--- src/rtl/i2s_apb_streamer.sv ---
// APB initiator for an I2S transceiver: writes its control word, polls status and moves samples
// between valid/ready streams and the TX/RX data registers. Define I2S_APB_STREAMER_STATS_EN for transfer counters.
module i2s_apb_streamer #(
  parameter logic [31:0] CTRL_ADDR = 32'h0000_0000,
  parameter logic [31:0] STAT_ADDR = 32'h0000_0004,
  parameter logic [31:0] TXD_ADDR  = 32'h0000_0008,
  parameter logic [31:0] RXD_ADDR  = 32'h0000_000C
) (
  input  logic        pclk,
  input  logic        preset,
  input  logic        enable,
  input  logic [31:0] cfg_word,
  input  logic [31:0] in_data,
  input  logic        in_valid,
  output logic        in_ready,
  output logic [31:0] out_data,
  output logic        out_valid,
  input  logic        out_ready,
  output logic        psel,
  output logic        penable,
  output logic        pwrite,
  output logic [31:0] paddr,
  output logic [31:0] pwdata,
  input  logic [31:0] prdata,
  output logic        busy
`ifdef I2S_APB_STREAMER_STATS_EN
  ,
  output logic [15:0] tx_count,
  output logic [15:0] rx_count
`endif
);
  localparam int unsigned DW = 32;
  localparam int unsigned FW = 4;

  typedef enum logic [3:0] {
    S_IDLE, S_CFG_S, S_CFG_A, S_POLL_S, S_POLL_A, S_DECIDE,
    S_RX_S, S_RX_A, S_TX_S, S_TX_A, S_GAP
  } state_t;

  state_t        r_state, w_state_nx;
  logic          r_enable_d, r_hold_valid, r_pri, r_out_valid;
  logic          r_psel, r_penable, r_pwrite, r_busy;
  logic [DW-1:0] r_hold_data, r_out_data, r_paddr, r_pwdata;
  logic [FW-1:0] r_flags;
  logic          w_in_ready, w_rx_ok, w_tx_ok;

  // Flags are {Tx_full, Tx_empty, Rx_full, Rx_empty} from the last status read
  assign w_in_ready = enable & ~r_hold_valid & ~preset;
  assign w_rx_ok    = ~r_flags[0] & ~r_out_valid;
  assign w_tx_ok    = r_hold_valid & ~r_flags[FW-1];

  assign in_ready  = w_in_ready;
  assign out_data  = r_out_data;
  assign out_valid = r_out_valid;
  assign psel      = r_psel;
  assign penable   = r_penable;
  assign pwrite    = r_pwrite;
  assign paddr     = r_paddr;
  assign pwdata    = r_pwdata;
  assign busy      = r_busy;

  // Next state; S_GAP keeps the bus idle between transfers and is where a dropped enable is seen
  always_comb begin
    w_state_nx = r_state;
    case (r_state)
      S_IDLE:   if (enable & ~r_enable_d) w_state_nx = S_CFG_S;
      S_CFG_S:  w_state_nx = S_CFG_A;
      S_CFG_A:  w_state_nx = S_GAP;
      S_GAP:    w_state_nx = enable ? S_POLL_S : S_IDLE;
      S_POLL_S: w_state_nx = S_POLL_A;
      S_POLL_A: w_state_nx = S_DECIDE;
      S_DECIDE: begin
        if (!enable)                w_state_nx = S_IDLE;
        else if (w_rx_ok & w_tx_ok) w_state_nx = r_pri ? S_TX_S : S_RX_S;
        else if (w_rx_ok)           w_state_nx = S_RX_S;
        else if (w_tx_ok)           w_state_nx = S_TX_S;
        else                        w_state_nx = S_POLL_S;
      end
      S_RX_S:   w_state_nx = S_RX_A;
      S_RX_A:   w_state_nx = S_GAP;
      S_TX_S:   w_state_nx = S_TX_A;
      S_TX_A:   w_state_nx = S_GAP;
      default:  w_state_nx = S_IDLE;
    endcase
  end

  // State register plus registered bus outputs decoded from the next state
  always_ff @(posedge pclk) begin
    if (preset) begin
      r_state      <= S_IDLE;
      r_enable_d   <= 1'b0;
      r_busy       <= 1'b0;
      r_psel       <= 1'b0;
      r_penable    <= 1'b0;
      r_pwrite     <= 1'b0;
      r_paddr      <= '0;
      r_pwdata     <= '0;
      r_hold_data  <= '0;
      r_hold_valid <= 1'b0;
      r_out_data   <= '0;
      r_out_valid  <= 1'b0;
      r_flags      <= '0;
      r_pri        <= 1'b0;
    end else begin
      r_state    <= w_state_nx;
      r_enable_d <= enable;
      r_busy     <= (w_state_nx != S_IDLE);
      r_psel     <= w_state_nx inside {S_CFG_S, S_CFG_A, S_POLL_S, S_POLL_A,
                                       S_RX_S, S_RX_A, S_TX_S, S_TX_A};
      r_penable  <= w_state_nx inside {S_CFG_A, S_POLL_A, S_RX_A, S_TX_A};
      case (w_state_nx)
        S_CFG_S:  begin r_pwrite <= 1'b1; r_paddr <= CTRL_ADDR; r_pwdata <= cfg_word;    end
        S_POLL_S: begin r_pwrite <= 1'b0; r_paddr <= STAT_ADDR;                          end
        S_RX_S:   begin r_pwrite <= 1'b0; r_paddr <= RXD_ADDR;                           end
        S_TX_S:   begin r_pwrite <= 1'b1; r_paddr <= TXD_ADDR;  r_pwdata <= r_hold_data; end
        default: ;
      endcase

      if (w_in_ready & in_valid) begin
        r_hold_data  <= in_data;
        r_hold_valid <= 1'b1;
      end
      if (r_out_valid & out_ready) r_out_valid <= 1'b0;

      // prdata is captured on the edge that ends an ACCESS cycle
      case (r_state)
        S_POLL_A: r_flags <= prdata[FW-1:0];
        S_RX_A: begin
          r_out_data  <= prdata;
          r_out_valid <= 1'b1;
          r_pri       <= ~r_pri;
        end
        S_TX_A: begin
          r_hold_valid <= 1'b0;
          r_pri        <= ~r_pri;
        end
        default: ;
      endcase
    end
  end

`ifdef I2S_APB_STREAMER_STATS_EN
  localparam int unsigned CW = 16;
  logic [CW-1:0] r_tx_count, r_rx_count;

  // Completed data transfers, wrapping; cleared only by reset
  always_ff @(posedge pclk) begin
    if (preset) begin
      r_tx_count <= '0;
      r_rx_count <= '0;
    end else begin
      if (r_state == S_TX_A) r_tx_count <= r_tx_count + CW'(1);
      if (r_state == S_RX_A) r_rx_count <= r_rx_count + CW'(1);
    end
  end

  assign tx_count = r_tx_count;
  assign rx_count = r_rx_count;
`endif
endmodule
--- config.mk ---
export PLATFORM = sky130hd
export DESIGN_NAME = i2s_apb_streamer
export DESIGN_NICKNAME = d
export VERILOG_FILES = /design/src/rtl/i2s_apb_streamer.sv
export SDC_FILE = /design/constraint.sdc
export NUM_CORES = 1
export LEC_CHECK = 0
export CAP_MARGIN = 0
export CORE_ASPECT_RATIO = 1.25
export CORE_UTILIZATION = 40
export DETAILED_ROUTE_END_ITERATION = 10
export GPL_ROUTABILITY_DRIVEN = 0
export HOLD_SLACK_MARGIN = 0.1
export PLACE_DENSITY_LB_ADDON = 0.15
export RECOVER_POWER = 100
export REMOVE_ABC_BUFFERS = 1
export SLEW_MARGIN = 20
export SYNTH_ARGS = -nofsm -noshare
export SYNTH_HDL_FRONTEND = slang
export SYNTH_SLANG_ARGS = --single-unit
export TNS_END_PERCENT = 50
--- constraint.sdc ---
create_clock -name pclk -period 6.5 [get_ports pclk]
set_clock_uncertainty 0.2 [all_clocks]
set_input_delay 1.95 -clock pclk [delete_from_list [all_inputs] [get_ports pclk]]
set_output_delay 1.95 -clock pclk [all_outputs]
set_load 0.01 [all_outputs]
Yosys cells after proc, flatten, opt, wreduce, memory -nomap -nowiden
Index checks and enable logic that the tools add are counted.

Register bits: 144. Input port bits: 101. Output and inout bits: 102. Logic and storage cells: 73.

Eq/ne operators: 18. Mux-type cells: 13. Bitwise gates (word level): 15. Reductions and logical operators: 13.

Operators with widths (count): $pmux 32 s4 (1); $pmux 32 s2 (1); $pmux 4 s9 (1); $eq 4x3->1 const B (7); $mux 4 (6); $eq 4x4->1 const B (5); $eq 4x2->1 const B (4); $reduce_bool 4->1 (3); $and 1x1->1 (8); $eq 4x1->1 const B (2); $reduce_bool 8->1 (1); $reduce_or 2->1 (4); $not 1->1 (7); $reduce_bool 2->1 (3); $logic_not 4->1 (1); $reduce_or 3->1 (1); $mux 1 (2); $mux 2 (1); $pmux 1 s2 (1).

Depth between registers and ports, before layout
Gate-level depths: netlist of the first run.

Word-level depth: 10. Depth in mapped cells: 8. Mapped depth without buffers: 5.

Worst setup path after synthesis of the first run
No wires, ideal clock.

Path type: input to output. Start: input port enable. End: output port in_ready. Data arrival time: 2.338 ns. Required time: 4.350 ns. Slack: 2.012 ns. Stages on the path: 2. Buffers on the path: 0. Cells stage by stage: nor2b_1 nor2b_1.

Word-level cells in the longest chain between the ends: 2.

RTL lines: from (decl) (RTL line 11) `input logic enable,`; $and 1x1->1 (2 in series) (RTL line 48) `assign w_in_ready = enable & ~r_hold_valid & ~preset;`; to (decl) (RTL line 15) `output logic in_ready,`.

Every way passes these cells.

Final worst setup path of the first run
Same ends and word-level chain as after synthesis.

==> flow_summary.yaml, run 1 <==
drt:
  met1_length_um: 4730
  avgViaCountPerCell: 4.96
  route.met2.wl_um: 5440
  finalWirelength_um: 11300
  drcViolationCount: 17
  wl_met3_um: 1050
  ant_nets: 0
  routedWlPerCell_um: 13.6
  dr.max_layer_used: "met4"
  first_pass_iters: 9
  drtIter0Drc: 179
  dr_total_vias: 4118
run:
  max_cap_violations: 2
sta:
  fin_crit_ns: 5.75
  worst_pin_slew_ns: 3.20
  setup_viol_count_final: 0
  tns_ns: 0
  finalHoldViolCount: 0
  layout_setup_ws_ns: 0.749
  post-route-period-util: 0.885
  fmax_ghz: 0.174
  maxSlewHeadroom: -1.13
  rsz0062_at_grt: "no"
  drv_slew: 112
synthesis:
  async_flop_share: 0
  avgSynthCellArea_um2: 8.39
  synth_cell_types: 38
  synthCells: 549
  synth_edf_count: 0
  ys_seq_area_frac: 0.487
  ys_seq_elements: 112
  synth_ff_type: "dfxtp_1"
  yosys_warnings: 0
  synth_area_um2: 4610
setup_path:
  path_class: "input port to output pin"
  path_max_fanout: 5
  reg2reg_depth: 4
  r2r_end: "pwdata[12]"
  critPathArrivalTime_ns: 3.60
  critPathLaunchType: "input port"
  required_ns: 4.35
  rr_startpoint: "r_state[3]"
  worstSetupEndpointType: "output pin"
  worst-r2r-setup-slack_ns: 3.34
worst_hold_path:
  hold_depth: 2
  min_from: "out_data[17]"
  holdPathEnd: "out_data[17]"
  min_path_type: "flip-flop to flip-flop"
power:
  power_leakage_uw: 0.00274
  ir_drop_mv: 0.122
  powerDensity_nw_per_um2: 290
grt:
  grt_first_pass_wirelength_um: 17800
  overflow: 0
  grt_usage: 0.185
  antenna_found_initial: 0
  grt_max_degree: 76
  grt_pass1_vias: 3778
cells_and_area:
  layout_commonest_cell: "nand2_1"
  final_cell_mix: "nand2_1 (132), dfxtp_1 (112), clkdlybuf4s50_1 (98), dlygate4sd3_1 (73), a21oi_1 (71)"
  multi_input_area_um2: 2040
  syn2layout_area_growth_pct: 40.8
  diodes: 0
  nets: 792
  seqCellArea_um2: 2240
  drive_above_1_share: 0.0287
  fill_cells: 1010
  utilization: 0.582
run_status:
  violations: "design-rule violations, max-capacitance violations, max-slew violations"
  status: "complete, but fails checks"
floorplan:
  dieWidth_um: 98.0
  ios: 203
  coreArea_um2: 11100
  initial_core_util: 0.414
  die_h_um: 122
  die_area_um2: 12000
  core.rowCount: 43
clock_network:
  cts_tree: "built"
  cts_buffers: 9
  insertion_delay_ns: 0.34
  root_buffer: "clkbuf_16"
  clock_sinks: 112
  htreeDepth: 3
  post_cts_resize_count: 0
  clk_pin_slew_ns: 0.07
  hold_buffers: 0
  post_cts_buffers: 0
  clk_path_buf_depth: 2
placement:
  numPortBuffers: 172
  dpl.hpwl_um: 7600
  post-place-ws_ns: 0.853
-- cell type report --
| type | instances | share of cell area |
|---|---|---|
| Inverter | 3 | 0.00174 |
| Sequential cell | 112 | 0.346 |
| Multi-Input combinational cell | 390 | 0.314 |
| Timing Repair Buffer | 175 | 0.268 |
| Clock inverter | 2 | 0.00193 |
| Tap cell | 135 | 0.0260 |
| Clock buffer | 14 | 0.0422 |
-- stage by stage --
step	hold slack (ns)	instance area, µm²	total power (µW)	cells
global placement	0.241	6200	1370	815
detailed placement	0.246	6210	1380	815
global route	0.272	6490	1980	831
finish	0.251	6490	1880	831
floorplan	0.231	4290	1130	505
CTS	0.255	6490	1920	831
-- synthesized netlist by cell type, drive strengths merged, types with 2 or more instances --
cell type / instances / area [µm²]
nor2b: 5 / 31.3
nor3: 2 / 10.0
clkbuf: 34 / 128
or2: 2 / 12.5
buf: 39 / 302
nand3b: 2 / 15.0
a21oi: 71 / 355
nor2: 47 / 176
nand2b: 5 / 31.3
a31oi: 3 / 18.8
a211oi: 34 / 255
nand2: 132 / 495
mux2i: 34 / 340
o21ai: 4 / 20.0
dfxtp: 112 / 2240
inv: 3 / 11.3
-- worst max path at each step --
stage                 from        to  slack [ns]  depth (start not counted)
floorplan           enable  in_ready        2.01                          2
global placement    enable  in_ready        0.93                          4
detailed placement  enable  in_ready        0.85                          4
CTS                 enable  in_ready        0.84                          4
global route        enable  in_ready        0.67                          4
finish              enable  in_ready        0.75                          4
-- where the power goes --
part           internal (µW)  total [µW]  switching (µW)  leakage, µW
clock network            292         532             240     0.000139
logic                    279         514             235      0.00169
registers                768         834            65.5     0.000910
total                   1340        1880             541      0.00274
-- critical path: stages --
cell and delay, ns:
dlygate4sd3_1 0.60, nor2b_1 0.20, nor2b_1 0.22, dlygate4sd3_1 0.63
-- registers in the layout, summed over array words and instances, names as in the netlist --
signal,cells
r_pri,1
r_hold_data,32
pwdata,32
paddr,2
out_data,32
r_enable_d,1
r_flags,2
busy,1
penable,1
out_valid,1
psel,1
r_state,4
pwrite,1
r_hold_valid,1
-- routing by layer --
| metal | up-vias | GRT usage |
|---|---|---|
| met5 | - | 0 |
| met4 | 0 | 0.0597 |
| met3 | 8 | 0.0591 |
| met2 | 153 | 0.313 |
| met1 | 1891 | 0.223 |
| li1 | 2066 | - |
-- logic make-up after synthesis --
kind of cell              Yosys count  synth area share
DFF                               112             0.487
AOI/OAI and AO/OA                 121             0.158
other                               1          0.000814
muxes                              34            0.0739
and+or+nand+nor                   204             0.183
buffers and inverters              76            0.0956
xor gates and xnor gates            1           0.00190
No activity file was read; power rests on OpenSTA's default activity.
==> run 2: changes to the inputs <==
--- a/config.mk
+++ b/config.mk
@@ -7,6 +7,7 @@
 export LEC_CHECK = 0
 export CAP_MARGIN = 0
 export CORE_ASPECT_RATIO = 1.25
+export CORE_MARGIN = 4
 export CORE_UTILIZATION = 40
 export DETAILED_ROUTE_END_ITERATION = 10
 export GPL_ROUTABILITY_DRIVEN = 0
==> run 2 against run 1 <==
Effect of this change: the run ends with max-capacitance violations, max-slew violations left; first-iteration DRC count down 20%; die area up 11%; clock power increased by 5.6%; core utilization down 0.13 points; cell area is 0.25% higher; flip-flop and latch count did not move; combinational power grew 1%; via count down 0.12%; final cell count down 0.12%; maximum frequency rose by 0.10%; sequential power about the same; global-route usage fell by 1.4 points; critical endpoint unchanged; largest cell class unchanged.
==> flow_summary.yaml, run 2 (same netlist as run 1, synthesis figures left out) <==
run_status:
  status: "complete, but fails checks"
  violations: "max-capacitance violations, max-slew violations"
cells_and_area:
  diodes: 0
  stdcell_area_um2: 6500
  syn2layout_area_growth_pct: 41.2
  drive_above_1_share: 0.0317
  multi_input_area_um2: 2040
  seqCellArea_um2: 2240
  nets: 792
  fill_cells: 1018
  layout_commonest_cell: "nand2_1"
  final_cell_mix: "nand2_1 (131), dfxtp_1 (112), clkdlybuf4s50_1 (98), dlygate4sd3_1 (73), a21oi_1 (71)"
sta:
  fmax_ghz: 0.174
  maxSlewHeadroom: -1.06
  post-route-period-util: 0.884
  rsz0062_at_grt: "no"
  setup_viol_count_final: 0
  tns_ns: 0
  worst_pin_slew_ns: 3.10
  finalHoldViolCount: 0
  drv_slew: 108
  fin_crit_ns: 5.75
drt:
  ant_nets: 0
  drtIter0Drc: 143
  routedWlPerCell_um: 14.2
  avgViaCountPerCell: 4.96
  finalWirelength_um: 11800
  first_pass_iters: 4
  drcViolationCount: 0
  dr_total_vias: 4113
run:
  max_cap_violations: 2
grt:
  overflow: 0
  grt_usage: 0.171
  grt_first_pass_wirelength_um: 19000
  grt.met1_usage: 0.219
  use_met2: 0.282
  antenna_found_initial: 0
  met3_usage: 0.0428
  grt_max_degree: 72
  grt_pass1_vias: 3969
  grt_busiest_layer: "met2"
clock_network:
  htreeDepth: 3
  hold_buffers: 0
  root_buffer: "clkbuf_16"
  post_cts_resize_count: 0
  cts_tree: "built"
  clock_sinks: 112
  clk_pin_slew_ns: 0.07
  post_cts_buffers: 0
  insertion_delay_ns: 0.33
  clk_path_buf_depth: 2
  cts_buffers: 9
setup_path:
  worst-r2r-setup-slack_ns: 3.37
  path_class: "input port to output pin"
  critPathLaunchType: "input port"
  path_max_fanout: 5
  required_ns: 4.35
  critPathArrivalTime_ns: 3.60
  worstSetupEndpointType: "output pin"
worst_hold_path:
  min_path_type: "flip-flop to flip-flop"
power:
  report.power.total_uw: 1920
  powerDensity_nw_per_um2: 295
  ir_drop_mv: 0.139
  power_leakage_uw: 0.00275
floorplan:
  coreArea_um2: 11200
  dieWidth_um: 104
  ios: 203
  die_h_um: 128
  die_area_um2: 13300
  initial_core_util: 0.412
  core.rowCount: 43
placement:
  dpl.hpwl_um: 8250
  numPortBuffers: 172
  place_area_um2: 6210
## run 2: changes by cell type in the layout (fill, tap and decap cells not counted), sizes merged
cell,delta
clkinv,+1
clkinvlp,-1
bufinv,+1
buf,-2
## run 2: layer usage
| layer | up-vias | share of wire |
|---|---|---|
| met1 | 1879 | 0.45 |
| met2 | 154 | 0.47 |
| met5 | - | 0 |
| met3 | 15 | 0.066 |
| li1 | 2065 | - |
| met4 | 0 | 0.014 |
## run 2: path summary, 6_finish.rpt
path              depth (start not counted)           end         start
setup / recovery                          4      in_ready        enable
hold / removal                            2  out_data[19]  out_data[19]
setup reg to reg                          4    pwdata[17]    r_state[3]
hold reg to reg                           2  out_data[19]  out_data[19]
## run 2: area by class of cell
class	count	area share
Clock buffer	12	0.0410
Clock inverter	3	0.00616
Inverter	3	0.00173
Multi-Input combinational cell	390	0.314
Sequential cell	112	0.345
Tap cell	135	0.0260
Timing Repair Buffer	175	0.266
## run 2: metrics by stage
stage | utilization | hold slack (ns) | worst slack, ns | cells
after CTS | 0.582 | 0.256 | 0.877 | 830
after detailed placement | 0.555 | 0.247 | 0.886 | 815
after floorplan | - | 0.231 | 2.01 | 505
after global routing | 0.581 | 0.268 | 0.617 | 830
after global placement | 0.554 | 0.241 | 0.926 | 815
final | 0.581 | 0.250 | 0.755 | 830
## run 2: critical path, cell delays in order
cell           delay, ns
dlygate4sd3_1       0.61
nor2b_1             0.16
nor2b_1             0.24
dlygate4sd3_1       0.64
## run 2: report_power, final
group          switching [µW]  leakage (µW)  total (µW)  internal [µW]
Combinational             241       0.00168         521            279
Clock                     235      0.000154         562            327
Sequential               65.1      0.000910         833            768
Total                     541       0.00275        1920           1370
==> run 3: changes to the inputs <==
--- a/config.mk
+++ b/config.mk
@@ -5,7 +5,6 @@
 export SDC_FILE = /design/constraint.sdc
 export NUM_CORES = 1
 export LEC_CHECK = 0
-export CAP_MARGIN = 0
 export CORE_ASPECT_RATIO = 1.25
 export CORE_MARGIN = 4
 export CORE_UTILIZATION = 40
@@ -15,7 +14,7 @@
 export PLACE_DENSITY_LB_ADDON = 0.15
 export RECOVER_POWER = 100
 export REMOVE_ABC_BUFFERS = 1
-export SLEW_MARGIN = 20
+export SLEW_MARGIN = 40
 export SYNTH_ARGS = -nofsm -noshare
 export SYNTH_HDL_FRONTEND = slang
 export SYNTH_SLANG_ARGS = --single-unit
==> run 3 against run 2 <==
Effect of this change: the run still ends with max-capacitance violations, max-slew violations left; sequential share of layout area shrank 0.079 points; setup slack better by 0.035 ns; via count shrank 0.44%; sequential power about the same; flip-flop and latch count unchanged; critical endpoint unchanged; highest routed layer unchanged.
==> flow_summary.yaml, run 3 (same netlist as run 1, synthesis figures left out) <==
run_status:
  status: "complete, but fails checks"
  violations: "max-capacitance violations, max-slew violations"
clock_network:
  root_buffer: "clkbuf_16"
  post_cts_resize_count: 0
  hold_buffers: 0
  cts_tree: "built"
  cts_buffers: 9
  htreeDepth: 3
  clk_pin_slew_ns: 0.07
  clk_path_buf_depth: 2
  clock_sinks: 112
  post_cts_buffers: 0
  insertion_delay_ns: 0.34
grt:
  grt_first_pass_wirelength_um: 19200
  grt_usage: 0.174
  grt_max_degree: 72
  use_met2: 0.282
  grt_pass1_vias: 3977
  overflow: 0
  antenna_found_initial: 0
  grt_busiest_layer: "met2"
  met3_usage: 0.0423
  grt.met1_usage: 0.226
run:
  max_cap_violations: 2
drt:
  first_pass_iters: 4
  ant_nets: 0
  dr_total_vias: 4095
  drtIter0Drc: 159
  drcViolationCount: 0
  finalWirelength_um: 11800
  routedWlPerCell_um: 14.2
  avgViaCountPerCell: 4.93
sta:
  layout_setup_ws_ns: 0.790
  maxSlewHeadroom: -1.05
  fin_crit_ns: 5.71
  drv_slew: 108
  post-route-period-util: 0.879
  setup_viol_count_final: 0
  fmax_ghz: 0.175
  tns_ns: 0
  finalHoldViolCount: 0
  rsz0062_at_grt: "no"
  worst_pin_slew_ns: 3.08
setup_path:
  path_max_fanout: 5
  required_ns: 4.35
  critPathBufInv: 2
  slowest_stage: "dlygate4sd3_1"
  critPathLaunchType: "input port"
  critPathArrivalTime_ns: 3.56
  path_class: "input port to output pin"
  worstSetupEndpointType: "output pin"
  path_delay_family: "buffers and inverters"
  crit_chain: "dlygate4sd3_1 > nor2b_1 > nor2b_1 > dlygate4sd3_1"
  crit_path_max_incr_delay_ns: 0.63
cells_and_area:
  syn2layout_area_growth_pct: 41.5
  final_cell_mix: "nand2_1 (132), dfxtp_1 (112), clkdlybuf4s50_1 (98), dlygate4sd3_1 (73), a21oi_1 (71)"
  drive_above_1_share: 0.0330
  fill_cells: 1024
  layout_commonest_cell: "nand2_1"
  diodes: 0
  final_cells: 831
  nets: 792
power:
  p_sw_uw: 541
  power_leakage_uw: 0.00276
  power_frac_seq: 0.432
  ir_drop_mv: 0.143
  p_sw_frac: 0.280
  powerDensity_nw_per_um2: 296
  combPwrFrac: 0.269
  clkPwrFrac: 0.299
  p_int_uw: 1390
placement:
  post-place-ws_ns: 0.881
  numPortBuffers: 172
  post-place-cells: 815
  dpl.hpwl_um: 8210
worst_hold_path:
  min_path_type: "flip-flop to flip-flop"
floorplan:
  coreArea_um2: 11200
  dieWidth_um: 104
  die_area_um2: 13300
  ios: 203
  core.rowCount: 43
  die_h_um: 128
  initial_core_util: 0.412
run 3: changes by cell type in the layout (fill, tap and decap cells not counted), sizes merged:
cell	previous run	this run
clkbuf	15	16
buf	1	2
clkinv	2	1
run 3: area by class of cell:
type	instances	area, µm²	share of cell area
well taps	135	169	0.0259
flip-flops and latches	112	2240	0.344
multi-input cells	390	2040	0.313
repair buffers	175	1740	0.266
clock buffers	14	284	0.0436
clock inverters	2	35.0	0.00538
inverters	3	11.3	0.00173
run 3: per-layer routing:
| layer | wire (µm) | share of wire |
|---|---|---|
| met5 | 0 | 0 |
| met3 | 788 | 0.067 |
| met4 | 151 | 0.013 |
| met1 | 5240 | 0.44 |
| met2 | 5600 | 0.48 |
run 3: power groups by stage:
stage | sequential (µW) | combinational [µW] | clock (µW)
floorplan | 865 | 264 | 0
global placement | 849 | 530 | 0
detailed placement | 850 | 535 | 0
CTS | 837 | 538 | 590
global route | 849 | 568 | 614
finish | 833 | 519 | 577
run 3: path summary, 6_finish.rpt:
check / cells after the start / to / slack (ns) / startpoint
worst max register to register: 4 / pwdata[4] / 3.41 / r_state[3]
worst min-delay path: 2 / out_data[17] / 0.25 / out_data[17]
worst min register to register: 2 / out_data[17] / 0.25 / out_data[17]
worst max-delay path: 4 / in_ready / 0.79 / enable
run 3: worst register-to-register path, cell delays in order (launching register included):
cell      delay, ns
dfxtp_1        0.53
or4b_1         0.19
or3_1          1.46
mux2i_1        0.35
a211oi_1       0.10
run 3: stage by stage:
| stage | util | cell area [µm²] | total power, µW | hold slack, ns |
|---|---|---|---|---|
| after CTS | 0.584 | 6530 | 1970 | 0.256 |
| after detailed placement | 0.555 | 6210 | 1390 | 0.247 |
| after floorplan | - | 4290 | 1130 | 0.231 |
| after global placement | 0.554 | 6200 | 1380 | 0.241 |
| final | 0.582 | 6520 | 1930 | 0.248 |
| after global routing | 0.582 | 6520 | 2030 | 0.268 |
